File: config.mk
export PLATFORM = sky130hd
export DESIGN_NAME = snitch_shared_muldiv_arbiter
export DESIGN_NICKNAME = d
export VERILOG_FILES = /design/src/rtl/snitch_shared_muldiv_arbiter.sv
export SDC_FILE = /design/constraint.sdc
export NUM_CORES = 1
export LEC_CHECK = 0
export BUFFER_PORTS_ARGS = -buffer_cell sky130_fd_sc_hd__buf_2
export CORE_AREA = 2 2 234 236
export CTS_CLUSTER_DIAMETER = 120
export DETAILED_ROUTE_END_ITERATION = 8
export DIE_AREA = 0 0 236 238
export SLEW_MARGIN = 25
export SYNTH_ARGS = -nofsm -noshare
export SYNTH_HDL_FRONTEND = slang
export SYNTH_SLANG_ARGS = --single-unit
File: constraint.sdc
create_clock -name clk_i -period 3.35 [get_ports clk_i]
set_input_delay 0 -clock clk_i [delete_from_list [all_inputs] [get_ports clk_i]]
set_output_delay 0 -clock clk_i [all_outputs]
set_load 0.02 [all_outputs]
File: src/rtl/snitch_shared_muldiv_arbiter.sv
// Purpose: shares one MUL/DIV accelerator port among NrCores cores. Requests are arbitrated round-robin and tagged with the core index; responses are routed back by tag.
// Latency: a core request handshake at cycle t is presented downstream at t+1; the response path is combinational (zero latency).
// Backpressure: the request register holds its payload while acc_req_ready_i is low; the response ready mirrors the addressed core's ready.
//
// Ports:
//   clk_i, rst_i              clock, synchronous active-high reset
//   core_req_*                per-core request streams (valid/ready, id, op, arga, argb)
//   core_resp_*               per-core response valid/ready plus a shared id/data/error bus
//   acc_req_*                 registered downstream request with the core index as tag
//   acc_resp_*                downstream response carrying the tag back
module snitch_shared_muldiv_arbiter #(
    parameter int unsigned NrCores        = 4,
    parameter int unsigned MaxOutstanding = 2,
    parameter int unsigned IdWidth        = 5,
    parameter int unsigned DataWidth      = 32,
    parameter int unsigned TagWidth       = $clog2(NrCores)
) (
    input  logic                                clk_i,
    input  logic                                rst_i,
    input  logic [NrCores-1:0]                  core_req_valid_i,
    output logic [NrCores-1:0]                  core_req_ready_o,
    input  logic [NrCores-1:0][IdWidth-1:0]     core_req_id_i,
    input  logic [NrCores-1:0][31:0]            core_req_op_i,
    input  logic [NrCores-1:0][DataWidth-1:0]   core_req_arga_i,
    input  logic [NrCores-1:0][DataWidth-1:0]   core_req_argb_i,
    output logic [NrCores-1:0]                  core_resp_valid_o,
    input  logic [NrCores-1:0]                  core_resp_ready_i,
    output logic [IdWidth-1:0]                  core_resp_id_o,
    output logic [DataWidth-1:0]                core_resp_data_o,
    output logic                                core_resp_error_o,
    output logic                                acc_req_valid_o,
    input  logic                                acc_req_ready_i,
    output logic [TagWidth-1:0]                 acc_req_tag_o,
    output logic [IdWidth-1:0]                  acc_req_id_o,
    output logic [31:0]                         acc_req_op_o,
    output logic [DataWidth-1:0]                acc_req_arga_o,
    output logic [DataWidth-1:0]                acc_req_argb_o,
    input  logic                                acc_resp_valid_i,
    output logic                                acc_resp_ready_o,
    input  logic [TagWidth-1:0]                 acc_resp_tag_i,
    input  logic [IdWidth-1:0]                  acc_resp_id_i,
    input  logic [DataWidth-1:0]                acc_resp_data_i,
    input  logic                                acc_resp_error_i
);

    localparam int unsigned          CntWidth = $clog2(MaxOutstanding + 1);
    localparam logic [CntWidth-1:0]  CntMax   = CntWidth'(MaxOutstanding);
    localparam logic [TagWidth:0]    NrCoresW = (TagWidth+1)'(NrCores);
    localparam logic [TagWidth-1:0]  LastCore = TagWidth'(NrCores - 1);

    typedef struct packed {
        logic [TagWidth-1:0]  tag;
        logic [IdWidth-1:0]   id;
        logic [31:0]          op;
        logic [DataWidth-1:0] arga;
        logic [DataWidth-1:0] argb;
    } acc_req_t;

    acc_req_t                          req_q;
    acc_req_t                          gnt_req;
    logic [TagWidth-1:0]               rr_q;
    logic [NrCores-1:0][CntWidth-1:0]  cnt_q;

    logic [NrCores-1:0]  eligible;
    logic [NrCores-1:0]  req_hs;
    logic [NrCores-1:0]  resp_hit;
    logic [NrCores-1:0]  resp_hs;
    logic                tag_in_range;
    logic                load;
    logic                gnt_vld;
    logic [TagWidth-1:0] gnt_idx;
    logic [TagWidth:0]   scan_sum;
    logic [TagWidth-1:0] scan_idx;

    // A core may only compete while it still has an in-flight slot left.
    always_comb begin
        eligible = '0;
        for (int unsigned k = 0; k < NrCores; k++) begin
            eligible[k] = core_req_valid_i[k] && (cnt_q[k] < CntMax);
        end
    end

    // The register can take a new request when empty or draining this cycle.
    assign load = !acc_req_valid_o || acc_req_ready_i;

    // Scan from rr_q upwards with wrap-around; the first eligible core wins.
    // The sum stays below 2*NrCores, so one conditional subtract is the modulo.
    always_comb begin
        gnt_vld  = 1'b0;
        gnt_idx  = '0;
        scan_sum = '0;
        scan_idx = '0;
        for (int unsigned i = 0; i < NrCores; i++) begin
            scan_sum = {1'b0, rr_q} + (TagWidth+1)'(i);
            scan_idx = (scan_sum >= NrCoresW) ? TagWidth'(scan_sum - NrCoresW)
                                              : TagWidth'(scan_sum);
            if (!gnt_vld && eligible[scan_idx]) begin
                gnt_vld = 1'b1;
                gnt_idx = scan_idx;
            end
        end
    end

    // Ready is withheld during reset so no handshake is seen while state clears.
    always_comb begin
        core_req_ready_o = '0;
        if (load && gnt_vld && !rst_i) begin
            core_req_ready_o[gnt_idx] = 1'b1;
        end
    end

    assign req_hs = core_req_ready_o & core_req_valid_i;

    always_comb begin
        gnt_req      = '0;
        gnt_req.tag  = gnt_idx;
        gnt_req.id   = core_req_id_i[gnt_idx];
        gnt_req.op   = core_req_op_i[gnt_idx];
        gnt_req.arga = core_req_arga_i[gnt_idx];
        gnt_req.argb = core_req_argb_i[gnt_idx];
    end

    // Tag decode by comparison keeps out-of-range tags (non power-of-2 core
    // counts) from indexing past the per-core vectors.
    always_comb begin
        resp_hit = '0;
        for (int unsigned k = 0; k < NrCores; k++) begin
            resp_hit[k] = (acc_resp_tag_i == TagWidth'(k));
        end
    end

    assign tag_in_range      = |resp_hit;
    assign core_resp_valid_o = {NrCores{acc_resp_valid_i}} & resp_hit;
    // An unroutable response is swallowed so the downstream unit never stalls on it.
    assign acc_resp_ready_o  = tag_in_range ? |(resp_hit & core_resp_ready_i) : 1'b1;
    assign resp_hs           = core_resp_valid_o & core_resp_ready_i;
    assign core_resp_id_o    = acc_resp_id_i;
    assign core_resp_data_o  = acc_resp_data_i;
    assign core_resp_error_o = acc_resp_error_i;

    assign acc_req_tag_o  = req_q.tag;
    assign acc_req_id_o   = req_q.id;
    assign acc_req_op_o   = req_q.op;
    assign acc_req_arga_o = req_q.arga;
    assign acc_req_argb_o = req_q.argb;

    always_ff @(posedge clk_i) begin
        if (rst_i) begin
            acc_req_valid_o <= 1'b0;
            req_q           <= '0;
            rr_q            <= '0;
            cnt_q           <= '0;
        end else begin
            if (load) begin
                acc_req_valid_o <= gnt_vld;
                if (gnt_vld) begin
                    req_q <= gnt_req;
                    rr_q  <= (gnt_idx == LastCore) ? '0 : gnt_idx + TagWidth'(1);
                end
            end
            // Simultaneous issue and retire cancel out; both directions saturate.
            for (int unsigned k = 0; k < NrCores; k++) begin
                case ({req_hs[k], resp_hs[k]})
                    2'b10: if (cnt_q[k] != CntMax) cnt_q[k] <= cnt_q[k] + CntWidth'(1);
                    2'b01: if (cnt_q[k] != '0)     cnt_q[k] <= cnt_q[k] - CntWidth'(1);
                    default: ;
                endcase
            end
        end
    end

endmodule

==> run_results.csv, run 1 <==
group,metric,value,unit
run_status,status,"finished, final reports clean",
detailed_routing,vias_per_cell,4.59,
clock_tree,cts-buffers-inserted,17,
hold_path,min_path_type,"in2out",
timing,rsz0062_at_grt,"yes",
global_routing,antenna_found_initial,10,
synth,syn_area,7360,sq um
finish,synthToLayoutAreaGrowth,101,%
clock_tree,htree_levels,4,
finish,seqCellArea,2280,sq um
finish,multiInputGateArea,4430,sq um
floorplanning,die-area,56200,sq um
synth,synth_top_area_frac,0.310,
timing,fin_crit,3290,ps
timing,max-slew-margin-rel,0.444,
flow_run,cap_violations,0,
floorplanning,die_x,236,um
synth,syn_avg_cell_area,8.55,sq um
floorplanning,die_h,238,um
synth,ys_top_cells_by_area,"dfxtp_1 (31%), a221o_1 (14%), mux2_2 (13%), a21oi_1 (7.6%), o21ai_0 (7.2%)",
setup_path,path_class,"reg2reg",
placement,gp_congestion,0.915,
clock_tree,post_cts_buffers,0,
clock_tree,cts_tree,"done",
clock_tree,clk_latency,470,ps
synth,yosysUniqueCellTypes,44,
synth,syn_inst,861,
finish,final_cells,2373,
detailed_routing,drtIter0Drc,764,
detailed_routing,drtPass1Iterations,8,
synth,synth-seq-cells,114,
timing,fmax,304,MHz
detailed_routing,postRouteAntennaNets,0,
detailed_routing,routed_wl,44.7,mm
floorplanning,rows,85,
timing,setup_viol,0,
hold_path,min_from,"acc_resp_data_i[0]",
placement,dp_hpwl,27.5,mm
placement,dp.cells,1976,
clock_tree,cts_sinks,114,
global_routing,grt_pass1_vias,11498,
timing,hold-worst-slack,0.00706,ps
synth,synth_area_leader_cell,"dfxtp_1",
synth,yosys-top-cells-count,"dfxtp_1 (114), a21oi_1 (112), o21ai_0 (106)",
synth,yosysMostFrequentCell,"dfxtp_1",
clock_tree,cts.path.max_buffers,2,
synth,yosysSeqAreaShare,0.310,
floorplanning,ioPinCount,607,
setup_path,timing.rr.start,"cnt_q[1]",
synth,yosysWarnings,0,
timing,clock_skew,15.9,ps
setup_path,worstSetupStartpoint,"cnt_q[1]",
detailed_routing,drc,0,
global_routing,grt_max_degree,103,
floorplanning,start_util,0.138,
synth,synth_fp_nets,1324,
finish,fill_cells,5580,
timing,hold_viol,0,
global_routing,grt_pass1_wl,63.9,mm
pwr,ir_worst_vdd,384,uV
floorplanning,core_area,53500,sq um
pwr,cellLeakagePower,6.76,nW
synth,synth-main-ff-cell,"dfxtp_1",
setup_path,cp.required,3700,ps
timing,report.final.slew_viol_count,0,
clock_tree,cts-root-buf,"clkbuf_16",
timing,min_period_over_period,0.982,
timing,worst_pin_slew,835,ps
placement,port-buffer-count,530,
global_routing,overflow,0,
finish,fin_util,0.276,
setup_path,worstSetupStartpointType,"flip-flop",
global_routing,gr-usage-all-layers,0.150,
clock_tree,clkTransAtPathRegs,60,ps
detailed_routing,wl_per_cell,18.8,um
synth,async_flop_share,0,
finish,final_nets,2121,
pwr,power_density,461,nW/um^2
timing,setup_tns,0,ps
setup_path,cp-end-kind,"flip-flop",
pwr,finalPower,6.80,mW
finish,drive_above_1_share,0.409,
setup_path,cp.arrival,3640,ps
setup_path,path_max_fanout,15,
synth,synth-edff-count,0,
detailed_routing,via_count,10896,
## logic make-up after synthesis
family / count (synthesis) / share of synthesized area
AOI/OAI and AO/OA: 332 / 0.301
adders and majority gates: 7 / 0.0119
buffers and inverters: 135 / 0.0961
DFF: 114 / 0.310
muxes: 105 / 0.162
and+or+nand+nor: 168 / 0.119
## worst max-delay path, cell delays in order, from the launching register on
cell and delay [ps]:
dfxtp_1 350, or3b_4 440, a21o_4 240, nand2_4 140, buf_16 190, mux2_1 340
dlygate4sd3_1 570, a221o_1 300, dlygate4sd3_1 570
## layout make-up
cell class / instances / area share
inverter: 8 / 0.00203
clock inverter: 14 / 0.0143
multi-input combinational: 612 / 0.300
antenna: 6 / 0.00102
tap: 696 / 0.0590
timing repair buffer: 905 / 0.439
clock buffer: 18 / 0.0297
sequential: 114 / 0.155
## timing repair
item | 4_1_cts | 5_1_grt
gates resized for setup | 0 | 5
setup endpoints to repair | 0 | 64
hold buffers | 357 | 0
hold endpoints to repair | 113 | 0
## per-stage QoR
step	instance area (sq um)	setup slack, ps
2_1_floorplan	7360	509
3_3_place_gp	10500	532
3_5_place_dp	10500	613
4_1_cts	14700	15.5
5_1_grt	14800	-33.7
6_report	14800	61.4
## placed cells by master, fill, tap and decap left out, types with 2 or more instances in the layout
master	count
dlygate4sd3_1	357
clkinvlp_4	5
nor3_1	3
nand3_1	105
buf_4	9
a2111oi_0	3
o21ai_0	106
and2_1	3
nor2b_1	8
nor2_1	17
and3b_1	2
and3_1	3
clkbuf_8	2
diode_2	6
clkbuf_16	19
mux2i_1	3
o211ai_1	2
nand2b_1	4
buf_2	530
a311oi_1	2
clkinv_2	3
mux2_2	87
ha_1	7
dfxtp_1	113
mux2_1	14
bufinv_16	5
a21oi_1	111
nand2_1	10
buf_12	5
inv_1	7
nand4_1	2
a221o_1	101
## final timing paths
| path | to | slack, ps | cells after the start |
|---|---|---|---|
| max | acc_req_op_o[27] | 60 | 8 |
| max reg2reg | acc_req_op_o[27] | 60 | 8 |
| min | core_resp_data_o[0] | 0.007 | 0 |
| min reg2reg | acc_req_arga_o[13] | 480 | 1 |
## per-layer routing
layer  vias up  GRT usage  part of all wire
li1       4874          -                 -
met1      5144      0.157              0.37
met2       694      0.254              0.47
met3       178     0.0556              0.10
met4         6     0.0965             0.056
met5         -          0           0.00083
## report_power, final
part           total [mW]  switching [mW]  internal [mW]
Sequential           1.75           0.151           1.60
Clock                2.08           0.747           1.33
Combinational        2.98            1.53           1.44
## flip-flops by register name (all words and copies together), names as in the netlist
signal	count
acc_req_arga_o	32
acc_req_argb_o	32
acc_req_id_o	5
acc_req_op_o	32
acc_req_tag_o	2
acc_req_valid_o	1
cnt_q	8
rr_q	2
Note: power is estimated with default switching activity, not from simulation.
==> inputs of run 2 (changes only) <==
--- a/config.mk
+++ b/config.mk
@@ -7,9 +7,11 @@
 export LEC_CHECK = 0
 export BUFFER_PORTS_ARGS = -buffer_cell sky130_fd_sc_hd__buf_2
 export CORE_AREA = 2 2 234 236
+export CTS_BUF_LIST = sky130_fd_sc_hd__clkbuf_16
 export CTS_CLUSTER_DIAMETER = 120
 export DETAILED_ROUTE_END_ITERATION = 8
 export DIE_AREA = 0 0 236 238
+export MAX_ROUTING_LAYER = met4
 export SLEW_MARGIN = 25
 export SYNTH_ARGS = -nofsm -noshare
 export SYNTH_HDL_FRONTEND = slang
==> run_results.csv, run 2 (synthesized netlist as in run 1, its figures left out) <==
group,metric,value,unit
clock_tree,post_cts_buffers,0,
clock_tree,cts-root-buf,"clkbuf_16",
global_routing,grt_pass1_vias,11304,
detailed_routing,wl_per_cell,18.1,um
detailed_routing,drtIter0Drc,838,
global_routing,grt_pass1_wl,62.9,mm
placement,place_area,10500,sq um
placement,gp_congestion,0.903,
finish,synthToLayoutAreaGrowth,99.7,%
setup_path,timing.rr.start,"cnt_q[1]",
floorplanning,die-area,56200,sq um
run_status,status,"finished, final reports clean",
clock_tree,cts_tree,"done",
detailed_routing,postRouteAntennaNets,0,
placement,port-buffer-count,530,
finish,fill_cells,5541,
detailed_routing,routed_wl,43.1,mm
clock_tree,clkTransAtPathRegs,60,ps
finish,final_nets,2126,
setup_path,path_class,"reg2reg",
detailed_routing,vias_per_cell,4.56,
clock_tree,cts-buffers-inserted,17,
pwr,ir_worst_vdd,304,uV
finish,seqCellArea,2280,sq um
pwr,finalPower,6.45,mW
clock_tree,clk_latency,470,ps
floorplanning,ioPinCount,607,
setup_path,cp.required,3690,ps
clock_tree,htree_levels,4,
timing,clock_skew,17.9,ps
detailed_routing,drtPass1Iterations,6,
timing,rsz0062_at_grt,"no",
detailed_routing,via_count,10842,
clock_tree,cts.path.max_buffers,2,
finish,drive_above_1_share,0.403,
setup_path,worstSetupStartpoint,"cnt_q[1]",
finish,layout_commonest_cell,"buf_2",
clock_tree,cts_sinks,114,
timing,worst_pin_slew,739,ps
setup_path,ff2ff_path_depth,7,
hold_path,min_from,"acc_resp_data_i[0]",
floorplanning,start_util,0.138,
setup_path,path_max_fanout,43,
hold_path,min_path_type,"in2out",
global_routing,grt_max_degree,103,
timing,max-slew-margin-rel,0.508,
setup_path,cp.arrival,3540,ps
finish,multiInputGateArea,4420,sq um
timing,min_period_over_period,0.954,
setup_path,reg2reg_to,"acc_req_id_o[4]",
pwr,cellLeakagePower,6.72,nW
finish,final_cells,2380,
floorplanning,rows,85,
setup_path,reg2reg_slack,160,ps
timing,setup_viol,0,
global_routing,gr-usage-all-layers,0.152,
finish,layout_common_cells,"buf_2 (530), dlygate4sd3_1 (364), dfxtp_1 (114), a21oi_1 (111), o21ai_0 (106)",
floorplanning,core_area,53500,sq um
setup_path,crit_path_cell_trace,"or3b_1 > a21o_4 > nand2_4 > buf_4 > mux2_2 > dlygate4sd3_1 > a221o_1",
flow_run,cap_violations,0,
global_routing,antenna_found_initial,10,
floorplanning,die_x,236,um
setup_path,cp-end-kind,"flip-flop",
timing,report.final.slew_viol_count,0,
timing,fmax,313,MHz
setup_path,crit_slowest_cell,"dlygate4sd3_1",
global_routing,overflow,0,
clock_tree,hold_buffers,364,
timing,hold_viol,0,
timing,fin_crit,3190,ps
placement,dp_hpwl,27.3,mm
pwr,power_density,439,nW/um^2
floorplanning,die_h,238,um
finish,final_cell_area,14700,sq um
detailed_routing,drc,0,
setup_path,endpoint,"acc_req_id_o[4]",
setup_path,worstSetupStartpointType,"flip-flop",
setup_path,max_stage_delay,570,ps
placement,dp.cells,1976,
timing,setup_tns,0,ps
clock_tree,ctsResizeCount,0,
finish,fin_util,0.275,
## run 2: cell count changes in the layout (fill, tap and decap cells not counted), sizes merged
cell,change
bufinv,-3
clkinv,+4
inv,+1
buf,+1
diode,+2
dlygate4sd3,+7
clkinvlp,-1
clkbuf,-4
## run 2: worst max-delay path: cells and delay by family, from the launching register on
family,cells,cell delay (ps)
flops,1,350
compound gates,2,590
mux,1,410
buf+inv,2,1070
simple gates,2,560
## run 2: cell type report
cell class,instances,area share
clock buffer,17,0.0289
tap,696,0.0592
multi-input combinational,612,0.301
clock inverter,15,0.00970
sequential,114,0.155
antenna,8,0.00136
timing repair buffer,910,0.442
inverter,8,0.00204
## run 2: worst min-delay path by stage
stage                                 to  slack (ps)  cells after the start
floorplan                       cnt_q[0]          70                      1
global placement    core_resp_data_o[15]         0.1                      0
detailed placement  core_resp_data_o[15]         0.1                      0
CTS                 core_resp_data_o[15]         0.1                      0
global route        core_resp_data_o[25]        0.03                      0
finish               core_resp_data_o[0]       0.007                      0
## run 2: layer usage
metal	part of all wire	wire length, um	GRT usage
met5	0	0	-
met4	0.043	1870	0.0915
met3	0.10	4310	0.0512
met2	0.47	20400	0.244
met1	0.38	16500	0.163
## run 2: stage by stage
stage          hold slack, ps  setup slack (ps)
2_1_floorplan            72.1               509
3_3_place_gp            0.137               566
3_5_place_dp            0.137               562
4_1_cts                 0.137               210
5_1_grt                0.0292               111
6_report              0.00705               156
## run 2: where the power goes
group	switching, mW	internal (mW)
combinational	1.48	1.39
sequential	0.150	1.60
clock	0.744	1.08
total	2.37	4.07
==> inputs of run 3 (changes only) <==
--- a/config.mk
+++ b/config.mk
@@ -5,12 +5,14 @@
 export SDC_FILE = /design/constraint.sdc
 export NUM_CORES = 1
 export LEC_CHECK = 0
+export ABC_AREA = 1
 export BUFFER_PORTS_ARGS = -buffer_cell sky130_fd_sc_hd__buf_2
-export CORE_AREA = 2 2 234 236
+export CAP_MARGIN = 5
+export CORE_AREA = 2 2 237 239
 export CTS_BUF_LIST = sky130_fd_sc_hd__clkbuf_16
 export CTS_CLUSTER_DIAMETER = 120
 export DETAILED_ROUTE_END_ITERATION = 8
-export DIE_AREA = 0 0 236 238
+export DIE_AREA = 0 0 239 241
 export MAX_ROUTING_LAYER = met4
 export SLEW_MARGIN = 25
 export SYNTH_ARGS = -nofsm -noshare
==> run_results.csv, run 3 <==
group,metric,value,unit
global_routing,gr-usage-all-layers,0.133,
clock_tree,cts_sinks,114,
setup_path,path_class,"reg2reg",
synth,ys_top_cells_by_area,"dfxtp_1 (30%), nand2_1 (22%), o21ai_0 (11%), a22oi_1 (10%), inv_1 (6.6%)",
placement,place_ws,362,ps
global_routing,grt_pass1_vias,11216,
detailed_routing,vias_per_cell,4.16,
global_routing,overflow,0,
timing,rsz0062_at_grt,"no",
synth,async_flop_share,0,
floorplanning,die_x,239,um
timing,min_period_over_period,0.904,
finish,drive_above_1_share,0.285,
setup_path,cp-end-kind,"flip-flop",
synth,synth-edff-count,0,
synth,synth-seq-cells,114,
global_routing,antenna_found_initial,4,
clock_tree,clkTransAtPathRegs,60,ps
global_routing,grt_pass1_wl,57.4,mm
timing,worst_pin_slew,729,ps
detailed_routing,drc,0,
pwr,ir_worst_vdd,1060,uV
finish,fill_cells,5839,
detailed_routing,drtIter0Drc,649,
detailed_routing,routed_wl,41.3,mm
floorplanning,die_h,241,um
pwr,netSwitchingFraction,0.459,
hold_path,min_path_type,"in2out",
run_status,status,"finished, final reports clean",
timing,fmax,330,MHz
pwr,cellLeakagePower,7.34,nW
floorplanning,ioPinCount,607,
synth,yosysUniqueCellTypes,28,
clock_tree,cts-root-buf,"clkbuf_16",
synth,yosysMostFrequentCell,"nand2_1",
detailed_routing,wl_per_cell,15.0,um
timing,max-slew-margin-rel,0.514,
timing,report.final.slew_viol_count,0,
pwr,p_seq_frac,0.175,
clock_tree,cts-buffers-inserted,17,
floorplanning,die-area,57600,sq um
global_routing,grt_max_degree,125,
setup_path,path_max_fanout,43,
finish,synthToLayoutAreaGrowth,99.1,%
timing,clock_skew,9.92,ps
floorplanning,start_util,0.137,
placement,dp.cells,2335,
placement,gp_congestion,0.797,
timing,setup_tns,0,ps
floorplanning,core_area,54900,sq um
clock_tree,cts.path.max_buffers,2,
detailed_routing,postRouteAntennaNets,0,
pwr,p_comb_frac,0.685,
finish,layout_common_cells,"buf_2 (530), nand2_1 (443), dlygate4sd3_1 (385), o21ai_0 (170), inv_1 (134)",
pwr,power.switching,5.66,mW
setup_path,worstSetupStartpointType,"flip-flop",
synth,synth_fp_nets,1671,
clock_tree,clk_latency,460,ps
synth,yosysSeqAreaShare,0.304,
floorplanning,rows,86,
setup_path,cp.required,3750,ps
timing,fin_crit,3030,ps
synth,yosys-top-cells-count,"nand2_1 (444), o21ai_0 (170), inv_1 (131)",
timing,fin_ws,322,ps
setup_path,cp.arrival,3430,ps
detailed_routing,drtPass1Iterations,5,
flow_run,cap_violations,0,
clock_tree,htree_levels,4,
timing,hold_viol,0,
synth,syn_avg_cell_area,6.21,sq um
synth,yosysWarnings,0,
synth,synth_top_area_frac,0.304,
timing,setup_viol,0,
pwr,p_int,6.66,mW
clock_tree,cts_tree,"done",
synth,syn_area,7500,sq um
finish,final_nets,2501,
placement,dp_hpwl,25.1,mm
detailed_routing,via_count,11474,
synth,synth_area_leader_cell,"dfxtp_1",
synth,synth-main-ff-cell,"dfxtp_1",
placement,port-buffer-count,530,
finish,layout_commonest_cell,"buf_2",
finish,final_cells,2758,
pwr,p_clk_frac,0.139,
synth,syn_inst,1208,
pwr,power_density,825,nW/um^2
[run 3: changes by cell type in the layout (fill, tap and decap cells not counted), moves of 79 or more]
cell / change
inv_1: +127
nand3_1: -79
a221o_1: -101
a22oi_1: +101
mux2_2: -87
a21oi_1: -95
nand2_1: +433
[run 3: final cells by class]
type                    count  area (sq um)  share of cell area
multi-input cells         841          4020               0.269
flip-flops and latches    114          2280               0.153
clock buffers              17           425              0.0285
inverters                 135           513              0.0344
clock inverters            15           105             0.00704
diodes                      3          7.51            0.000503
well taps                 704           881              0.0590
repair buffers            929          6700               0.449
[run 3: per-stage QoR]
stage	area [sq um]	hold slack (ps)	utilization	power (mW)
after floorplan	7500	69.1	-	6.43
after global placement	10500	0.137	0.191	8.07
after detailed placement	10500	0.137	0.191	8.11
after CTS	14900	0.137	0.271	12.0
after global routing	14900	0.0356	0.272	13.3
final	14900	0.00778	0.272	12.3
[run 3: routing by layer]
| layer | share of wire | global-route usage | vias up |
|---|---|---|---|
| met4 | 0.055 | 0.0888 | 0 |
| met1 | 0.39 | 0.137 | 5166 |
| met3 | 0.087 | 0.0395 | 128 |
| met5 | 0 | - | - |
| li1 | - | - | 5565 |
| met2 | 0.47 | 0.221 | 615 |
[run 3: path summary, 6_finish.rpt]
| kind | start | end | slack [ps] | depth (start not counted) |
|---|---|---|---|---|
| worst min-delay path | acc_resp_data_i[12] | core_resp_data_o[12] | 0.008 | 0 |
| worst max register to register | rr_q[1] | acc_req_arga_o[14] | 320 | 14 |
| worst min register to register | acc_req_tag_o[1] | acc_req_tag_o[1] | 460 | 2 |
| worst max-delay path | rr_q[1] | acc_req_arga_o[14] | 320 | 14 |
[run 3: kinds of logic (layout without fill, tap and decap cells)]
group | Yosys count | count (layout) | share of synthesized area
simple gates | 503 | 503 | 0.265
compound gates | 331 | 331 | 0.256
buf+inv | 253 | 1096 | 0.163
flops | 114 | 114 | 0.304
fa+ha+maj | 7 | 7 | 0.0117
other cells | 0 | 3 | 0
[run 3: power by group through the flow]
stage          Combinational (mW)  Clock, mW  Sequential, mW
3_3_place_gp                 5.92          0            2.15
6_report                     8.44       1.72            2.16
2_1_floorplan                3.76          0            2.67
4_1_cts                      8.06       1.81            2.15
3_5_place_dp                 5.94          0            2.17
5_1_grt                      9.22       1.86            2.21
[run 3: timing repair]
action | 4_1_cts | 5_1_grt
setup endpoints to repair | 0 | 80
hold buffers | 385 | 0
buffers inserted | 0 | 1
endpoints found under the hold margin | 105 | 0
resized for setup | 0 | 6
[run 3: worst max-delay path: stages (launching register included)]
cell	delay, ps
dfxtp_1	450
inv_2	110
nand2_1	80
nand2_1	100
nand3_1	100
nand2_2	100
nand3_1	90
nand3_1	170
nand2_8	160
nand2_1	90
nor2_4	220
buf_6	350
a22oi_1	210
dlygate4sd3_1	640
nand2_1	70
